===== src/rtl/gun_pos_accum.sv =====
// Purpose : per-channel joystick-to-lightgun coordinate accumulator, stepping on the rising edge of a slow tick.
// Latency : positions update on the clk_sys edge that sees the tick event; moved pulses on that same edge.
// Backpressure: none; inputs are levels sampled every clock and outputs are plain registered levels.
// Optional feature: define GUN_ACCEL_EN to build the per-axis hold-acceleration run counter.
module gun_pos_accum #(
  parameter int CHANNELS    = 2,
  parameter int POS_W       = 6,
  parameter int STEP_DIV    = 3,
  parameter int ACCEL_AFTER = 4,
  parameter int ACCEL_STEP  = 4
) (
  input  logic                      clk_sys,
  input  logic                      reset_n,
  input  logic                      tick,
  input  logic [CHANNELS-1:0]       joy_left,
  input  logic [CHANNELS-1:0]       joy_right,
  input  logic [CHANNELS-1:0]       joy_up,
  input  logic [CHANNELS-1:0]       joy_down,
  input  logic [CHANNELS-1:0]       recenter,
  output logic [CHANNELS*POS_W-1:0] gun_h,
  output logic [CHANNELS*POS_W-1:0] gun_v,
  output logic [CHANNELS-1:0]       moved
);

  localparam int DIV_W = (STEP_DIV > 0) ? $clog2(STEP_DIV + 1) : 1;
  localparam int SZ_W  = POS_W + 1;
  localparam logic [POS_W-1:0] CENTRE  = POS_W'(1) << (POS_W - 1);
  localparam logic [POS_W:0]   MAX_EXT = {1'b0, {POS_W{1'b1}}};
  localparam logic [SZ_W-1:0]  UNIT    = SZ_W'(1);

  // Axis index i: 0..CHANNELS-1 are horizontal, CHANNELS..2*CHANNELS-1 vertical.
  logic                            tick_d;
  logic                            tick_ev;
  logic [2*CHANNELS-1:0]           neg_all;
  logic [2*CHANNELS-1:0]           pos_all;
  logic [2*CHANNELS-1:0]           chg;
  logic [2*CHANNELS*POS_W-1:0]     coord_all;

  assign neg_all = {joy_up, joy_left};
  assign pos_all = {joy_down, joy_right};
  assign tick_ev = tick & ~tick_d;

  // Delayed tick level: a tick held high yields exactly one event.
  always_ff @(posedge clk_sys or negedge reset_n) begin
    if (!reset_n) tick_d <= 1'b0;
    else          tick_d <= tick;
  end

  for (genvar i = 0; i < 2*CHANNELS; i++) begin : g_axis
    localparam int C = i % CHANNELS;

    logic              neg;
    logic              pos;
    logic              neg_r;
    logic              pos_r;
    logic              held;
    logic              step;
    logic [DIV_W-1:0]  div_q;
    logic [DIV_W-1:0]  div_d;
    logic [POS_W-1:0]  coord_q;
    logic [POS_W-1:0]  coord_d;
    logic [POS_W:0]    ext;
    logic [POS_W:0]    sum;
    logic [SZ_W-1:0]   size;

    assign neg = neg_all[i];
    assign pos = pos_all[i];

`ifdef GUN_ACCEL_EN
    localparam int RUN_W = (ACCEL_AFTER > 0) ? $clog2(ACCEL_AFTER + 1) : 1;
    logic [RUN_W-1:0] run_q;

    assign size = (run_q >= RUN_W'(ACCEL_AFTER)) ? SZ_W'(ACCEL_STEP) : UNIT;

    // Count steps within the current hold, saturating once acceleration is engaged.
    always_ff @(posedge clk_sys or negedge reset_n) begin
      if (!reset_n)         run_q <= '0;
      else if (recenter[C]) run_q <= '0;
      else if (tick_ev) begin
        if (!held)                                      run_q <= '0;
        else if (step && (run_q < RUN_W'(ACCEL_AFTER))) run_q <= run_q + 1'b1;
      end
    end
`else
    assign size = UNIT;
`endif

    // Decide hold/step for this tick and compute the clamped next coordinate.
    always_comb begin
      held    = ~(neg & pos) & ((neg & neg_r) | (pos & pos_r));
      step    = (div_q == DIV_W'(1)) & (neg ^ pos);
      div_d   = (held && (div_q < DIV_W'(STEP_DIV))) ? div_q + 1'b1 : '0;
      ext     = {1'b0, coord_q};
      sum     = ext + size;
      coord_d = coord_q;
      if (recenter[C]) begin
        coord_d = CENTRE;
      end else if (tick_ev && step) begin
        if (neg) coord_d = (ext < size) ? '0 : POS_W'(ext - size);
        else     coord_d = (sum > MAX_EXT) ? '1 : sum[POS_W-1:0];
      end
    end

    // Coordinate, divider and previous-tick direction samples.
    always_ff @(posedge clk_sys or negedge reset_n) begin
      if (!reset_n) begin
        coord_q <= CENTRE;
        div_q   <= '0;
        neg_r   <= 1'b0;
        pos_r   <= 1'b0;
      end else begin
        coord_q <= coord_d;
        if (recenter[C])  div_q <= '0;
        else if (tick_ev) div_q <= div_d;
        if (tick_ev) begin
          neg_r <= neg;
          pos_r <= pos;
        end
      end
    end

    assign coord_all[i*POS_W +: POS_W] = coord_q;
    assign chg[i] = (coord_d != coord_q);
  end

  assign gun_h = coord_all[CHANNELS*POS_W-1:0];
  assign gun_v = coord_all[2*CHANNELS*POS_W-1:CHANNELS*POS_W];

  // Pulse moved alongside any coordinate change of the channel.
  always_ff @(posedge clk_sys or negedge reset_n) begin
    if (!reset_n) moved <= '0;
    else          moved <= chg[CHANNELS-1:0] | chg[2*CHANNELS-1:CHANNELS];
  end

endmodule


===== config.mk =====
export PLATFORM = sky130hd
export DESIGN_NAME = gun_pos_accum
export DESIGN_NICKNAME = d
export VERILOG_FILES = /design/src/rtl/gun_pos_accum.sv
export SDC_FILE = /design/constraint.sdc
export NUM_CORES = 1
export LEC_CHECK = 0
export ABC_AREA = 1
export BUFFER_PORTS_ARGS = -buffer_cell sky130_fd_sc_hd__buf_2
export CAP_MARGIN = 25
export CORE_MARGIN = 8
export CORE_UTILIZATION = 45
export DETAILED_ROUTE_END_ITERATION = 10
export GPL_TIMING_DRIVEN = 0
export PLACE_DENSITY = 0.6
export SKIP_CTS_REPAIR_TIMING = 1
export SLEW_MARGIN = 20
export SYNTH_ARGS = -nofsm -noshare
export SYNTH_HDL_FRONTEND = slang
export SYNTH_SLANG_ARGS = --single-unit

===== constraint.sdc =====
create_clock -name clk_sys -period 2.2 [get_ports clk_sys]
set_input_delay 0.44 -clock clk_sys [delete_from_list [all_inputs] [get_ports clk_sys]]
set_output_delay 0.44 -clock clk_sys [all_outputs]
set_load 0.005 [all_outputs]

==> metrics.txt <==
outcome complete, no violations; Top Layer Used met4; setup repair after global routing missed its margin yes; FILL cells 905; highest-count cells in the layout ignoring fill and taps nand2_1 (197), inv_1 (81), nand3_1 (59), nor2_1 (55), buf_2 (37); antenna violations before repair 0; cell at the root of the clock tree clkbuf_8; clock latency on the worst-skew pair 0.29 ns; initial core utilization 45.6%; smallest hold slack 0.0718 ns; peak per-stage delay on the critical path 0.49 ns; net count after synthesis 673; global-route wire length before repair 17.0 mm; class of the most critical setup path flip-flop to flip-flop; area of the mapped netlist 0.00392 mm2; most area-hungry cell type in the Yosys netlist dfrtp_1; total vias in the final route 4,207; critical path data required time 2.37 ns; Port-buffer cells 37; TritonCTS clock tree done; average wire per standard cell 13.1 um; met2 routed wirelength 5.48 mm; total wirelength of the detailed-routed design 10.6 mm; crit path capture type flip-flop; Detail Route met3 WL 387 um; placement row count 34; Fmax 461 MHz; mean cell area of the mapped netlist 6.17 um2; Final nets 738; final slew viol count 0; most common flop cell mapped by yosys dfrtp_1; fraction of registers with async set/reset 100%; critical path data arrival time 2.34 ns; number of instances in the synthesized netlist 636; htree depth 2; CTS buffer count 5; total track usage 17.2%; VDD IR max 0.225 mV; cell-by-cell listing of the critical path ha_4 -> nand2_2 -> inv_1 -> nor2_2 -> inv_1 -> nor3_2 -> nand2_1 -> nand2_2 -> nand2_1 -> nand2_1 -> nand2_2 -> nand2_2 -> nand2_1 -> nand2_1 -> nand3_1 -> nor2_1 -> nand3_1; Die Wd 109 um; mean number of vias per cell 5.21; Layout Cells excl Fill 808; count of flip-flops with a built-in enable after synthesis 0; share of the clock period used by the worst path after layout 98.5%; worst relative slew slack 67.5%; fin crit period 2.17 ns; ANT nets after route 0; die outline height 109 um; largest net degree at the start of global routing 29; CP max stage cell dfrtp_2; iteration-0 DRC count of the detailed router 153; crit start category flip-flop; Critical Path Most Common Cell nand2_1; post-synth top area share 24.9%; number of top-level design ports 39; area of the core 0.00859 mm2; Layout Skew 0.00677 ns; post-layout total power 1580 uW; Final Wtd Congestion 0.868; routed metal-1 wirelength 4.67 mm; Fin. Hold Viols 0; synthesis-to-finish area growth 19.5%; Antenna Cells 0; total power density per cell area 337 mW/mm2; via count of the first global-routing pass 3,773; cell types occupying the most area after synthesis dfrtp_1 (25%), nand2_1 (20%), nand3_1 (8.7%); Unique masters post-synth 35; final setup vio count 0; TritonRoute pass-1 iters 5; sum of overflow across all layers after global routing 0; path type of the worst min-delay path input pin to asynchronous set/reset pin; number of warnings printed during yosys synthesis 0; post-layout util 54.5%; HPWL reported at the end of detailed placement 7.91 mm; placed cell count 782; clock sink count 43; number of synthesized register bits 43; share of layout cells above drive strength 1 21.0%; Worst Max-Slew Pin Slew 0.487 ns; MaxCap Viol Count 0; CP max FO 8; Lkg Pwr 0.00256 uW; floorplan die area 0.0120 mm2; sequential cell area fraction in the yosys report 27.6%; maximum clock path buffer count 2; clock transition at the register clock pins on the worst setup and hold paths after CTS 0.09 ns; most common library cell in the layout ignoring fill and taps nand2_1; count of unresolved DRC violations after routing 0
routing by layer:
layer | vias up | track usage (%)
li1 | 2152 | -
met1 | 1963 | 20.9
met2 | 85 | 31.9
met3 | 7 | 2.52
met4 | 0 | 2.89
met5 | - | 0
registers in the layout (all words and copies together) (netlist names):
name,flops
g_axis.pos_r,4
tick_d,1
g_axis.neg_r,4
g_axis.div_q,8
moved,2
g_axis.coord_q,24
cells by family (layout without fill, tap and decap cells):
| family | count (synthesis) | after routing | share of synthesized area (%) |
|---|---|---|---|
| AND/OR/NAND/NOR | 379 | 379 | 41.6 |
| buffers and inverters | 108 | 172 | 11.2 |
| AO/OA/AOI/OAI | 75 | 75 | 10.4 |
| flip-flops | 43 | 43 | 27.6 |
| adder cells (fa/ha/maj) | 24 | 24 | 7.66 |
| XOR/XNOR | 7 | 7 | 1.56 |
final timing paths:
check | end | depth (start not counted) | slack (ns) | from
worst max register to register | moved[1] | 17 | 0.03 | g_axis[1].coord_q[1]
min in group clk_sys | tick_d | 1 | 0.26 | tick
worst min register to register | g_axis[0].pos_r | 2 | 0.49 | g_axis[0].pos_r
worst min-delay path | g_axis[2].coord_q[3] | 1 | 0.07 | reset_n
worst max-delay path | moved[1] | 17 | 0.03 | g_axis[1].coord_q[1]
max in group asynchronous | g_axis[0].coord_q[5] | 2 | 1.55 | reset_n
cell usage after synthesis, drive strengths merged (3+ instances only):
master	number
o211ai	4
a211oi	4
nand4	14
a21oi	30
ha	24
buf	6
dfrtp	39
o21ai	31
nand2	215
nor2	71
xor2	6
clkbuf	9
or2	3
inv	92
nor3	5
dfstp	4
nand3	69
area by class of cell:
cell class,count,area (um2),area share (%)
plain buffers,15,90.1,1.92
clock buffers,6,72.6,1.55
inverters,93,359,7.66
multi-input cells,485,2580,55.1
flip-flops and latches,43,1090,23.3
well taps,108,135,2.88
repair buffers,58,355,7.58
stage by stage:
stage	setup WS [ns]	setup TNS [ns]	instance area [um2]
detailed placement	-0.160	-0.216	4260
global route	-0.179	-0.338	4690
floorplan	0.241	0	3920
finish	0.0326	0	4690
global placement	-0.122	-0.181	4240
CTS	-0.165	-0.246	4330
worst max-delay path: cells and delay by family, from the launching register on:
family | cells | cell delay (ns)
AND/OR/NAND/NOR | 14 | 1.24
flip-flops | 1 | 0.49
buffers and inverters | 2 | 0.13
adder cells (fa/ha/maj) | 1 | 0.19
power by group:
part	internal [uW]	switching, uW	total (uW)
Sequential	822	21.1	843
Clock	213	274	487
Combinational	88.6	159	248
Total	1120	455	1580
(Power assumes the default switching activity.)
